[config.mk]
export PLATFORM = sky130hd
export DESIGN_NAME = upsample2x
export DESIGN_NICKNAME = d
export VERILOG_FILES = /design/src/rtl/upsample2x.sv
export SDC_FILE = /design/constraint.sdc
export NUM_CORES = 1
export LEC_CHECK = 0
export ABC_CLOCK_PERIOD_IN_PS = 2750
export CAP_MARGIN = 15
export CORE_UTILIZATION = 38
export CTS_CLUSTER_DIAMETER = 150
export CTS_CLUSTER_SIZE = 28
export DETAILED_ROUTE_END_ITERATION = 7
export PLACE_DENSITY = 0.82
export SYNTH_ARGS = -nofsm -noshare
export SYNTH_HDL_FRONTEND = slang
export SYNTH_SLANG_ARGS = --single-unit
[constraint.sdc]
create_clock -name clk -period 2.75 [get_ports clk]
set_input_delay 0.275 -clock clk [delete_from_list [all_inputs] [get_ports clk]]
set_output_delay 0.275 -clock clk [all_outputs]
set_load 0.02 [all_outputs]
[src/rtl/upsample2x.sv]
// upsample2x: 2x nearest-neighbour upsampler that streams an IN_SIZE x IN_SIZE
//   map out as a raster of OUT_SIZE x OUT_SIZE pixels, one per accepted transfer.
// Latency: first pixel is valid one cycle after en is seen in IDLE; afterwards one
//   pixel per cycle with no bubbles while out_ready is high.
// Backpressure: out_valid/out_ready handshake; every output holds while out_ready is low.
//
// Ports:
//   clk, reset          - clock (rising edge), asynchronous active-high reset
//   en                  - start request, only looked at in IDLE and DONE
//   ifmap               - input map, ifmap[row][col]; must stay stable for the frame
//   out_data/out_valid  - current output pixel and its valid flag
//   out_ready           - consumer accept
//   out_row/out_col     - coordinates of out_data
//   out_last            - marks pixel (OUT_SIZE-1, OUT_SIZE-1)
//   done                - high while the frame is finished and en has not dropped
//
// Build option: define UPSAMPLE_ZERO_INSERT_EN to emit only the even/even pixels
//   from ifmap and zeros elsewhere (stride-2 transposed-conv input). Timing, order
//   and handshake are the same in both builds.

module upsample2x #(
    parameter int DATA_WIDTH = 8,
    parameter int IN_SIZE    = 4
) (
    input  logic                                           clk,
    input  logic                                           reset,
    input  logic                                           en,
    input  logic [IN_SIZE-1:0][IN_SIZE-1:0][DATA_WIDTH-1:0] ifmap,
    output logic [DATA_WIDTH-1:0]                          out_data,
    output logic                                           out_valid,
    input  logic                                           out_ready,
    output logic [((2*IN_SIZE > 1) ? $clog2(2*IN_SIZE) : 1)-1:0] out_row,
    output logic [((2*IN_SIZE > 1) ? $clog2(2*IN_SIZE) : 1)-1:0] out_col,
    output logic                                           out_last,
    output logic                                           done
);

    localparam int OUT_SIZE = 2 * IN_SIZE;
    localparam int CW       = (OUT_SIZE > 1) ? $clog2(OUT_SIZE) : 1;
    localparam logic [CW-1:0] MAX_IDX = CW'(OUT_SIZE - 1);

`ifdef UPSAMPLE_ZERO_INSERT_EN
    localparam bit ZERO_INSERT = 1'b1;
`else
    localparam bit ZERO_INSERT = 1'b0;
`endif

    typedef enum logic [1:0] {
        IDLE   = 2'd0,
        STREAM = 2'd1,
        DONE   = 2'd2
    } state_t;

    state_t                state, state_n;
    logic [CW-1:0]         row_n, col_n;
    logic [DATA_WIDTH-1:0] data_n;
    logic                  valid_n, last_n, done_n;

    // Source pixel for output coordinate (r, c). The index is resolved by a
    // compare-and-select over the whole map so that non power-of-two IN_SIZE
    // values never index past the array.
    function automatic logic [DATA_WIDTH-1:0] pixel_at(input logic [CW-1:0] r,
                                                       input logic [CW-1:0] c);
        logic [CW-1:0]         ir;
        logic [CW-1:0]         ic;
        logic [DATA_WIDTH-1:0] val;
        ir  = r >> 1;
        ic  = c >> 1;
        val = '0;
        for (int i = 0; i < IN_SIZE; i++) begin
            for (int j = 0; j < IN_SIZE; j++) begin
                if (ir == CW'(i) && ic == CW'(j)) begin
                    val = ifmap[i][j];
                end
            end
        end
        // Zero-insert mode keeps only the even/even positions.
        if (ZERO_INSERT && (r[0] || c[0])) begin
            val = '0;
        end
        return val;
    endfunction

    // State and output registers. Every output is registered so nothing
    // combinational from out_ready reaches the outputs.
    always_ff @(posedge clk or posedge reset) begin
        if (reset) begin
            state     <= IDLE;
            out_row   <= '0;
            out_col   <= '0;
            out_data  <= '0;
            out_valid <= 1'b0;
            out_last  <= 1'b0;
            done      <= 1'b0;
        end else begin
            state     <= state_n;
            out_row   <= row_n;
            out_col   <= col_n;
            out_data  <= data_n;
            out_valid <= valid_n;
            out_last  <= last_n;
            done      <= done_n;
        end
    end

    // Next-state and next-output logic. Defaults hold every register, which
    // is exactly the stall behaviour when out_ready is low.
    always_comb begin
        state_n = state;
        row_n   = out_row;
        col_n   = out_col;
        data_n  = out_data;
        valid_n = out_valid;
        last_n  = out_last;
        done_n  = done;

        unique case (state)
            IDLE: begin
                done_n = 1'b0;
                if (en) begin
                    state_n = STREAM;
                    row_n   = '0;
                    col_n   = '0;
                    data_n  = pixel_at('0, '0);
                    valid_n = 1'b1;
                    // OUT_SIZE is at least 2, so (0,0) is never the last pixel.
                    last_n  = 1'b0;
                end
            end

            STREAM: begin
                if (out_valid && out_ready) begin
                    if (out_last) begin
                        // Frame complete: drop the stream and park the counters.
                        state_n = DONE;
                        row_n   = '0;
                        col_n   = '0;
                        data_n  = '0;
                        valid_n = 1'b0;
                        last_n  = 1'b0;
                        done_n  = 1'b1;
                    end else begin
                        if (out_col == MAX_IDX) begin
                            col_n = '0;
                            row_n = out_row + CW'(1);
                        end else begin
                            col_n = out_col + CW'(1);
                        end
                        data_n  = pixel_at(row_n, col_n);
                        valid_n = 1'b1;
                        last_n  = (row_n == MAX_IDX) && (col_n == MAX_IDX);
                    end
                end
            end

            DONE: begin
                // No auto-restart: en must drop before another frame can begin.
                done_n = 1'b1;
                if (!en) begin
                    state_n = IDLE;
                    done_n  = 1'b0;
                end
            end

            default: begin
                state_n = IDLE;
                valid_n = 1'b0;
                last_n  = 1'b0;
                done_n  = 1'b0;
            end
        endcase
    end

endmodule

==> qor.log <==
INFO  sta            final_slew_violations=0
INFO  logic_synthesis syn_area=2440µm²
INFO  critical_path  critical_path_class=register to register
INFO  worst_hold_path hold_path.class=input pin to async pin
INFO  sta            worst-slew-pin-transition=0.792ns
INFO  sta            min_period_over_period=92.6%
INFO  critical_path  slowest_delay=0.66ns
INFO  logic_synthesis ys_async_sr_fraction=100%
INFO  clock_network  cts_tree=built
INFO  critical_path  max_fanout_on_critical_path=6
INFO  sta            clock.fmax=0.393GHz
INFO  logic_synthesis yosys_warnings=0
INFO  critical_path  worst_path_dominant_cell_family=simple AND/OR/NAND/NOR gates
INFO  logic_synthesis synth_most_common_cell=sky130_fd_sc_hd__nand2_1
INFO  route          antenna_left=0
INFO  clock_network  cts_resized=0
INFO  route          wire_per_inst=18.9µm
INFO  grt            overflow_after_grt=0
INFO  sta            setup_ws=0.203ns
INFO  finish         final-instance-count-excl-fill=523
INFO  critical_path  cp_slowest_cell=sky130_fd_sc_hd__nor3_1
INFO  power          power_density=727nW/µm²
INFO  grt            first_global_vias=3054
INFO  clock_network  clk-insertion-delay-late=0.26ns
INFO  clock_network  cts.sink_count=19
INFO  clock_network  postCtsSetupBuffers=0
INFO  logic_synthesis postSynthAreaPerCell=8.06µm²
INFO  clock_network  ctsHoldBuffers=0
INFO  logic_synthesis post-synth-top-area-cell=sky130_fd_sc_hd__dfrtp_1
INFO  sta            totalNegativeSetupSlack=0ns
INFO  clock_network  clkSlewWorstSetupHoldPaths=0.08ns
INFO  grt            grt_usage=29.7%
INFO  sta            setup_viol_count_final=0
INFO  logic_synthesis synthDistinctLibCells=60
INFO  grt            antenna_violations_before_repair=0
INFO  logic_synthesis syn_inst=303
INFO  placed_design  dp_hpwl=8.09mm
INFO  route          post_drt_via_cell_ratio=6.06
INFO  critical_path  path_cells=ha_1, ha_1, nor4bb_1, nor3_1, o22ai_1, a211oi_1, o221a_2, o21ai_1
INFO  sta            post-route-min-period=2.55ns
INFO  placed_design  numPlacedInstances=519
INFO  placed_design  place_ws=0.256ns
INFO  critical_path  critical_path.n_buffers_inverters=0
INFO  floorplan      floorplan.core_area=6060µm²
INFO  logic_synthesis synth.net_count=442
INFO  critical_path  critical-path-top-cell-by-count=sky130_fd_sc_hd__ha_1
INFO  power          vdd_drop_max=534µV
INFO  floorplan      die_h=82.2µm
INFO  placed_design  place.port_buffers=148
INFO  logic_synthesis synth_top_cell_area_share=19.5%
INFO  finish         design_area=4100µm²
INFO  sta            finalClockSkew=0.00288ns
INFO  critical_path  endpoint_kind=register
INFO  logic_synthesis synth.top_cells.by_count=sky130_fd_sc_hd__nand2_1 (35), sky130_fd_sc_hd__o21ai_0 (25), sky130_fd_sc_hd__a21oi_1 (21)
INFO  finish         final_nets=588
INFO  clock_network  cts_made_buffers=3
INFO  clock_network  ctsHtreeMaxLevel=1
INFO  clock_network  cts_root_buffer=sky130_fd_sc_hd__clkbuf_8
INFO  logic_synthesis synthFlopType=sky130_fd_sc_hd__dfrtp_1
INFO  outcome        outcome=finished, final reports clean
INFO  route          route.final.wire_length=9.86mm
INFO  critical_path  start_kind=register
INFO  placed_design  gp_congestion=0.964
INFO  finish         drive_gt1_share=11.4%
INFO  floorplan      placement_rows=28
INFO  logic_synthesis synth-seq-area-share=19.5%
INFO  critical_path  critPathArrivalTime=2.70ns
INFO  grt            maximum_number_of_pins_on_one_net_before_global_route_repair=32
INFO  critical_path  cp.required=2.90ns
INFO  floorplan      num_io_pins=149
INFO  sta            final_report_hold_violation_count=0
INFO  power          total_leakage_power=1.59nW
INFO  floorplan      initial_utilization=40.3%
INFO  sta            fin_worst_hold_slack=0.452ns
INFO  route          vias=3168
INFO  finish         utilization=67.7%
INFO  floorplan      die_w=82.2µm
INFO  route          drt_iter0_markers=239
INFO  sta            grt_setup_unrepaired=no
INFO  grt            grt_first_pass_wirelength=14.8mm
INFO  route          detailedRoute.firstPassIterationCount=5
INFO  logic_synthesis synth-edff-count=0
INFO  sta            timing.max_slew.rel_slack=47.1%
INFO  flow_run       timing.max_cap.violations=0
INFO  clock_network  cts_max_path_buffers=2
INFO  route          detail_route.drc_violations=0
INFO  floorplan      die_area=6750µm²
INFO  logic_synthesis synth_area_leaders=sky130_fd_sc_hd__dfrtp_1 (19%), sky130_fd_sc_hd__mux4_2 (11%), sky130_fd_sc_hd__nand2_1 (5.4%), sky130_fd_sc_hd__o21ai_0 (5.1%), sky130_fd_sc_hd__mux2_2 (4.6%)
INFO  power          total_power=2.98mW
INFO  finish         num_antenna_cells=0
INFO  placed_design  placed_area=4060µm²
INFO  finish         fillerInstances=494
INFO  finish         areaGrowthSynthToFinish=68.0%
INFO  logic_synthesis synth.ff_latch_count=19
==> cells by family after synthesis <==
group | count (synthesis) | synth area share, %
AND/OR/NAND/NOR | 99 | 21.5
multiplexers | 30 | 19.0
flip-flops | 19 | 19.5
AO/OA/AOI/OAI | 104 | 28.2
XOR/XNOR | 2 | 0.718
buffers and inverters | 42 | 7.53
adder cells (fa/ha/maj) | 7 | 3.59
==> cells in the final DEF (no fill, tap or decap), types with 3 or more instances in the layout <==
| cell type | count |
|---|---|
| sky130_fd_sc_hd__a31oi_1 | 5 |
| sky130_fd_sc_hd__a21oi_1 | 21 |
| sky130_fd_sc_hd__dfrtp_1 | 19 |
| sky130_fd_sc_hd__nor3_1 | 5 |
| sky130_fd_sc_hd__mux2i_1 | 8 |
| sky130_fd_sc_hd__nand4b_1 | 3 |
| sky130_fd_sc_hd__a22oi_1 | 3 |
| sky130_fd_sc_hd__nand3_1 | 8 |
| sky130_fd_sc_hd__and3_1 | 5 |
| sky130_fd_sc_hd__ha_1 | 6 |
| sky130_fd_sc_hd__mux4_2 | 12 |
| sky130_fd_sc_hd__nand2_1 | 35 |
| sky130_fd_sc_hd__o211ai_1 | 3 |
| sky130_fd_sc_hd__clkbuf_8 | 3 |
| sky130_fd_sc_hd__mux2_2 | 10 |
| sky130_fd_sc_hd__nand2b_1 | 5 |
| sky130_fd_sc_hd__nor2_1 | 16 |
| sky130_fd_sc_hd__or3_1 | 3 |
| sky130_fd_sc_hd__o221a_2 | 3 |
| sky130_fd_sc_hd__buf_4 | 15 |
| sky130_fd_sc_hd__clkdlybuf4s50_1 | 148 |
| sky130_fd_sc_hd__o22ai_1 | 9 |
| sky130_fd_sc_hd__inv_1 | 18 |
| sky130_fd_sc_hd__o31ai_1 | 5 |
| sky130_fd_sc_hd__o221ai_1 | 7 |
| sky130_fd_sc_hd__o21ai_0 | 25 |
| sky130_fd_sc_hd__nor2b_1 | 4 |
==> path summary, 6_finish.rpt <==
check | from | endpoint | slack [ns] | cells past startpoint
setup / recovery | out_col[0] | out_data[4] | 0.20 | 8
hold / removal | reset | state[0] | 0.45 | 2
setup reg to reg | out_col[0] | out_data[4] | 0.20 | 8
hold reg to reg | done | done | 0.52 | 2
max in group asynchronous | reset | out_data[5] | 1.81 | 2
min in group clk | done | done | 0.52 | 2
==> flip-flops by register name, indices dropped and copies added, names as in the netlist <==
name / flops
out_row: 3
out_col: 3
state: 2
done: 1
out_valid: 1
out_last: 1
out_data: 8
==> layer usage <==
layer  up-vias  GRT usage, %  wire [µm]
met5         -             0          0
met3        28          4.62        858
met4         0          10.7        261
met2       207          51.2       5060
met1      1482          37.2       3690
li1       1451             -          -
==> final cells by class <==
class	count	area (µm²)	share of cell area, %
multi-input cells	242	1780	43.5
repair buffers	165	1630	39.8
flip-flops and latches	19	475	11.6
well taps	75	93.8	2.29
inverters	18	67.6	1.65
clock buffers	3	41.3	1.01
clock inverters	1	5.00	0.122
==> report_power, final <==
group	internal (mW)	total [mW]	switching, mW
clock	0.101	0.212	0.111
sequential	0.385	0.467	0.0818
combinational	1.09	2.30	1.21
Note: power is estimated with default switching activity, not from simulation.
